`config.mk`:
```
export PLATFORM = sky130hd
export DESIGN_NAME = train_sequencer
export DESIGN_NICKNAME = d
export VERILOG_FILES = /design/src/rtl/train_sequencer.sv
export SDC_FILE = /design/constraint.sdc
export NUM_CORES = 1
export LEC_CHECK = 0
export BUFFER_PORTS_ARGS = -buffer_cell sky130_fd_sc_hd__buf_2
export CAP_MARGIN = 10
export CORE_MARGIN = 3
export CORE_UTILIZATION = 25
export CTS_CLUSTER_DIAMETER = 120
export CTS_CLUSTER_SIZE = 30
export DETAILED_ROUTE_END_ITERATION = 8
export GPL_TIMING_DRIVEN = 0
export REMOVE_ABC_BUFFERS = 1
export SKIP_LAST_GASP = 1
export SYNTH_ARGS = -nofsm -noshare
export SYNTH_HDL_FRONTEND = slang
export SYNTH_SLANG_ARGS = --single-unit
```
`constraint.sdc`:
```
create_clock -name CLK -period 6 [get_ports CLK]
set_input_delay 0.9 -clock CLK [delete_from_list [all_inputs] [get_ports CLK]]
set_output_delay 0.9 -clock CLK [all_outputs]
set_load 0.01 [all_outputs]
```
`src/rtl/train_sequencer.sv`:
```
// Step sequencer for a train/lap controller: walks STEP 0..15, advancing each step
// once the selected condition Y has been stable for DEBOUNCE WAIT cycles.
module train_sequencer #(
  parameter int unsigned TIMER_CYCLES = 50000000,
  parameter int unsigned DEBOUNCE     = 4,
  parameter bit          LOOP         = 1'b1
) (
  input  logic       CLK,
  input  logic       RST_N,
  input  logic       START,
  input  logic       STOP,
  input  logic       Y,
  output logic [3:0] Selector,
  output logic       Enable,
  output logic       TIMER,
  output logic       BUSY,
  output logic       LAP_DONE
);
  typedef enum logic [1:0] {IDLE, SETTLE, WAIT} state_t;

  localparam logic [31:0] TC      = 32'(TIMER_CYCLES);
  localparam logic [3:0]  DB_LAST = 4'(DEBOUNCE - 1);

  state_t      state;
  logic [3:0]  step;
  logic [3:0]  dbCnt;
  logic [31:0] tmrCnt;
  logic [31:0] tmrInc;
  logic        timedStep;
  logic        advance;

  assign Selector  = step;
  assign timedStep = (step >= 4'd2) && (step <= 4'd5);
  // The debounce count is one behind: the cycle that would reach DEBOUNCE is the advance edge.
  assign advance   = (state == WAIT) && Y && (dbCnt == DB_LAST);
  assign tmrInc    = (tmrCnt == TC) ? tmrCnt : tmrCnt + 32'd1;

  always_ff @(posedge CLK or negedge RST_N) begin
    if (!RST_N) begin
      state    <= IDLE;
      step     <= 4'd0;
      dbCnt    <= 4'd0;
      tmrCnt   <= 32'd0;
      Enable   <= 1'b0;
      TIMER    <= 1'b0;
      BUSY     <= 1'b0;
      LAP_DONE <= 1'b0;
    end else begin
      LAP_DONE <= 1'b0;
      if (STOP) begin
        state  <= IDLE;
        step   <= 4'd0;
        dbCnt  <= 4'd0;
        tmrCnt <= 32'd0;
        Enable <= 1'b0;
        TIMER  <= 1'b0;
        BUSY   <= 1'b0;
      end else begin
        case (state)
          IDLE: begin
            step   <= 4'd0;
            dbCnt  <= 4'd0;
            tmrCnt <= 32'd0;
            TIMER  <= 1'b0;
            Enable <= 1'b0;
            if (START) begin
              state <= SETTLE;
              BUSY  <= 1'b1;
            end
          end
          SETTLE: begin
            dbCnt  <= 4'd0;
            tmrCnt <= 32'd0;
            TIMER  <= 1'b0;
            Enable <= 1'b1;
            state  <= WAIT;
          end
          WAIT: begin
            if (advance) begin
              step   <= step + 4'd1;
              dbCnt  <= 4'd0;
              tmrCnt <= 32'd0;
              TIMER  <= 1'b0;
              Enable <= 1'b0;
              state  <= SETTLE;
              if (step == 4'd15) begin
                LAP_DONE <= 1'b1;
                if (!LOOP) begin
                  state <= IDLE;
                  BUSY  <= 1'b0;
                end
              end
            end else begin
              dbCnt <= Y ? dbCnt + 4'd1 : 4'd0;
              if (timedStep) begin
                tmrCnt <= tmrInc;
                TIMER  <= (tmrInc == TC);
              end else begin
                tmrCnt <= 32'd0;
                TIMER  <= 1'b0;
              end
            end
          end
          default: begin
            state  <= IDLE;
            Enable <= 1'b0;
            BUSY   <= 1'b0;
          end
        endcase
      end
    end
  end
endmodule
```
==> results.ini <==
[routing]
vias=2896
firstDrtPassIters=5
finalWirelength_um=7760
avgViaCountPerCell=5.27
drc=0
drt_iter0_drc=283
postRouteAntennaNets=0
post_drt_wl_per_cell_um=14.1

[grt]
grt_pass1_wl_um=13500
grt_overflow_total=0
grt_pass1_vias=2673
grt_max_degree=47
grt_usage_pct=11.2
antenna_found_initial=0

[timing]
tightest_slew_ns=1.05
tns_ns=0
hold_viol=0
fin_ws_ns=2.77
max_freq_ghz=0.310
relSlewSlack_pct=30.3
setup_viol=0
fin_crit_sh_pct=53.8
drv_slew=0
rsz0062_at_grt=no
finalCriticalPeriod_ns=3.23
clock-skew-final_ns=0.00797

[critical_path]
cp_max_fo=26
arrival_ns=3.44
reg2regPathDepth=10
r2r-end=TIMER
cp-end-kind=register
start_kind=register
r2r_slack_ns=2.77
r2r_start=state[0]
required_ns=6.21
crit_type=register to register

[synthesis]
syn-instance-count=384
synthArstFlopShare_pct=100
ys_types=63
synth_xor_area_share_pct=2.73
synth_top_family_by_area=simple AND/OR/NAND/NOR gates
synth_compound_area_share_pct=19.7
yosys_warnings=0
synth_simple_gate_area_share_pct=31.3
synth-adder-area-share_pct=4.30
seq_area_frac_synth_pct=35.9
synth_edf_count=0
syn_area_per_cell_sq_um=8.34
synth-seq-cells=46
synthMuxAreaShare_pct=0.352
syn_area_sq_um=3200
ys.flop_type=dfrtp_1

[clocking]
cts_sinks=46
cts_inserted_buffers=5
h-tree-depth=2
ctsResizeCount=0
cts_hold_buf=0
cts_tree=done
postCtsSetupBuffers=0
cts_buffer_depth=2
worstSkewPairLatency_ns=0.29
cts_root_buffer=clkbuf_16
path_clk_slew_ns=0.07

[place]
globalplace.congestion=0.878
numPortBuffers=12
post-place-ws_ns=2.55
dp_hpwl_um=5440
dp.cells=541

[final_layout]
fin_cells=550
antenna-diode-count=0
syn_to_final_growth_pct=10.9
final_common_cell=o21ai_0
final_cell_mix=o21ai_0, dfrtp_1, nand2_1
drive_above_1_share_pct=12.0
fin_nets=397

[power]
p_total_mw=0.747
power.leakage_nw=1.46
irDropWorstVdd_mv=0.126
p_per_area_nw_per_um2=210

[min_path]
hp-start=TIMER
hold_path.class=register to register
hold_depth=2
hold_path_end=TIMER

[outcome]
outcome=complete, no violations

[floorplan]
dieWidth_um=119
io_pins=13
rows=40
die_h_um=119
initial_utilization_pct=26.1
die_area_sq_um=14200
coreArea_sq_um=12300

[run]
maxCapViolCount=0

## layer usage
layer	global-route usage (%)	part of all wire, %
met5	0	0
met2	17.4	47
met3	1.85	3.6
met4	3.62	1.7
met1	15.9	48
## synth_stat cells (all sizes together), types with 3 or more instances
cell type | count | area [sq um]
o21ai | 53 | 265
nand4 | 11 | 90.1
nor3 | 11 | 66.3
nand3 | 21 | 110
and2 | 5 | 32.5
a21o | 3 | 22.5
nor4 | 8 | 92.6
and4 | 5 | 45.0
xnor2 | 8 | 70.1
a21oi | 14 | 70.1
a31oi | 5 | 31.3
nand2 | 41 | 161
or3 | 5 | 32.5
and3 | 11 | 70.1
a22oi | 3 | 22.5
clkbuf | 18 | 67.6
o31ai | 12 | 90.1
nor2 | 34 | 130
nand2b | 3 | 18.8
buf | 8 | 67.6
ha | 11 | 138
inv | 12 | 45.0
dfrtp | 46 | 1150
or4 | 5 | 37.5
nor2b | 3 | 18.8
## state kept, by name (all words and copies together), names as in the netlist
signal    count
BUSY          1
Enable        1
LAP_DONE      1
Selector      4
TIMER         1
dbCnt         4
state         2
tmrCnt       32
## cell type report
class | instances | area, sq um
fill | 1318 | 8710
timing repair buffer | 16 | 114
inverter | 12 | 45.0
sequential | 46 | 1150
multi-input combinational | 300 | 1880
clock buffer | 5 | 125
clock inverter | 3 | 23.8
tap | 168 | 210
## cell families after synthesis
group / after synthesis
adder cells (fa/ha/maj): 11
multiplexers: 1
buffers and inverters: 38
flip-flops: 46
XOR/XNOR: 10
AO/OA/AOI/OAI: 105
AND/OR/NAND/NOR: 173
## how the worst max path moves through the flow
stage	start	endpoint	cells after the start
finish	state[0]	TIMER	10
global route	state[0]	TIMER	10
CTS	state[0]	TIMER	9
detailed placement	STOP	TIMER	8
global placement	STOP	tmrCnt[12]	4
floorplan	STOP	tmrCnt[17]	3
## critical path, stage by stage, from the launching register on
cell and delay [ns]:
dfrtp_1 0.51, inv_1 0.15, ha_1 0.37, nor2b_1 0.29
nand2_1 0.11, or3_1 0.58, buf_16 0.27, a21oi_1 0.17
nand4_1 0.12, or4_1 0.43, o21ai_1 0.14
## report_power, final
part           switching [mW]  internal [mW]
Combinational          0.0848         0.0431
Sequential             0.0141          0.320
Clock                   0.128          0.156
Total                   0.227          0.519
## through the flow
| stage | util [%] | hold slack (ns) | cell area, sq um |
|---|---|---|---|
| after global placement | 27.2 | 0.474 | 3340 |
| after global routing | 29.0 | 0.546 | 3550 |
| after detailed placement | 27.5 | 0.489 | 3380 |
| after CTS | 28.7 | 0.504 | 3520 |
| after floorplan | - | 0.454 | 3070 |
| final | 29.0 | 0.501 | 3550 |
Power figures use the tool's default switching activity.
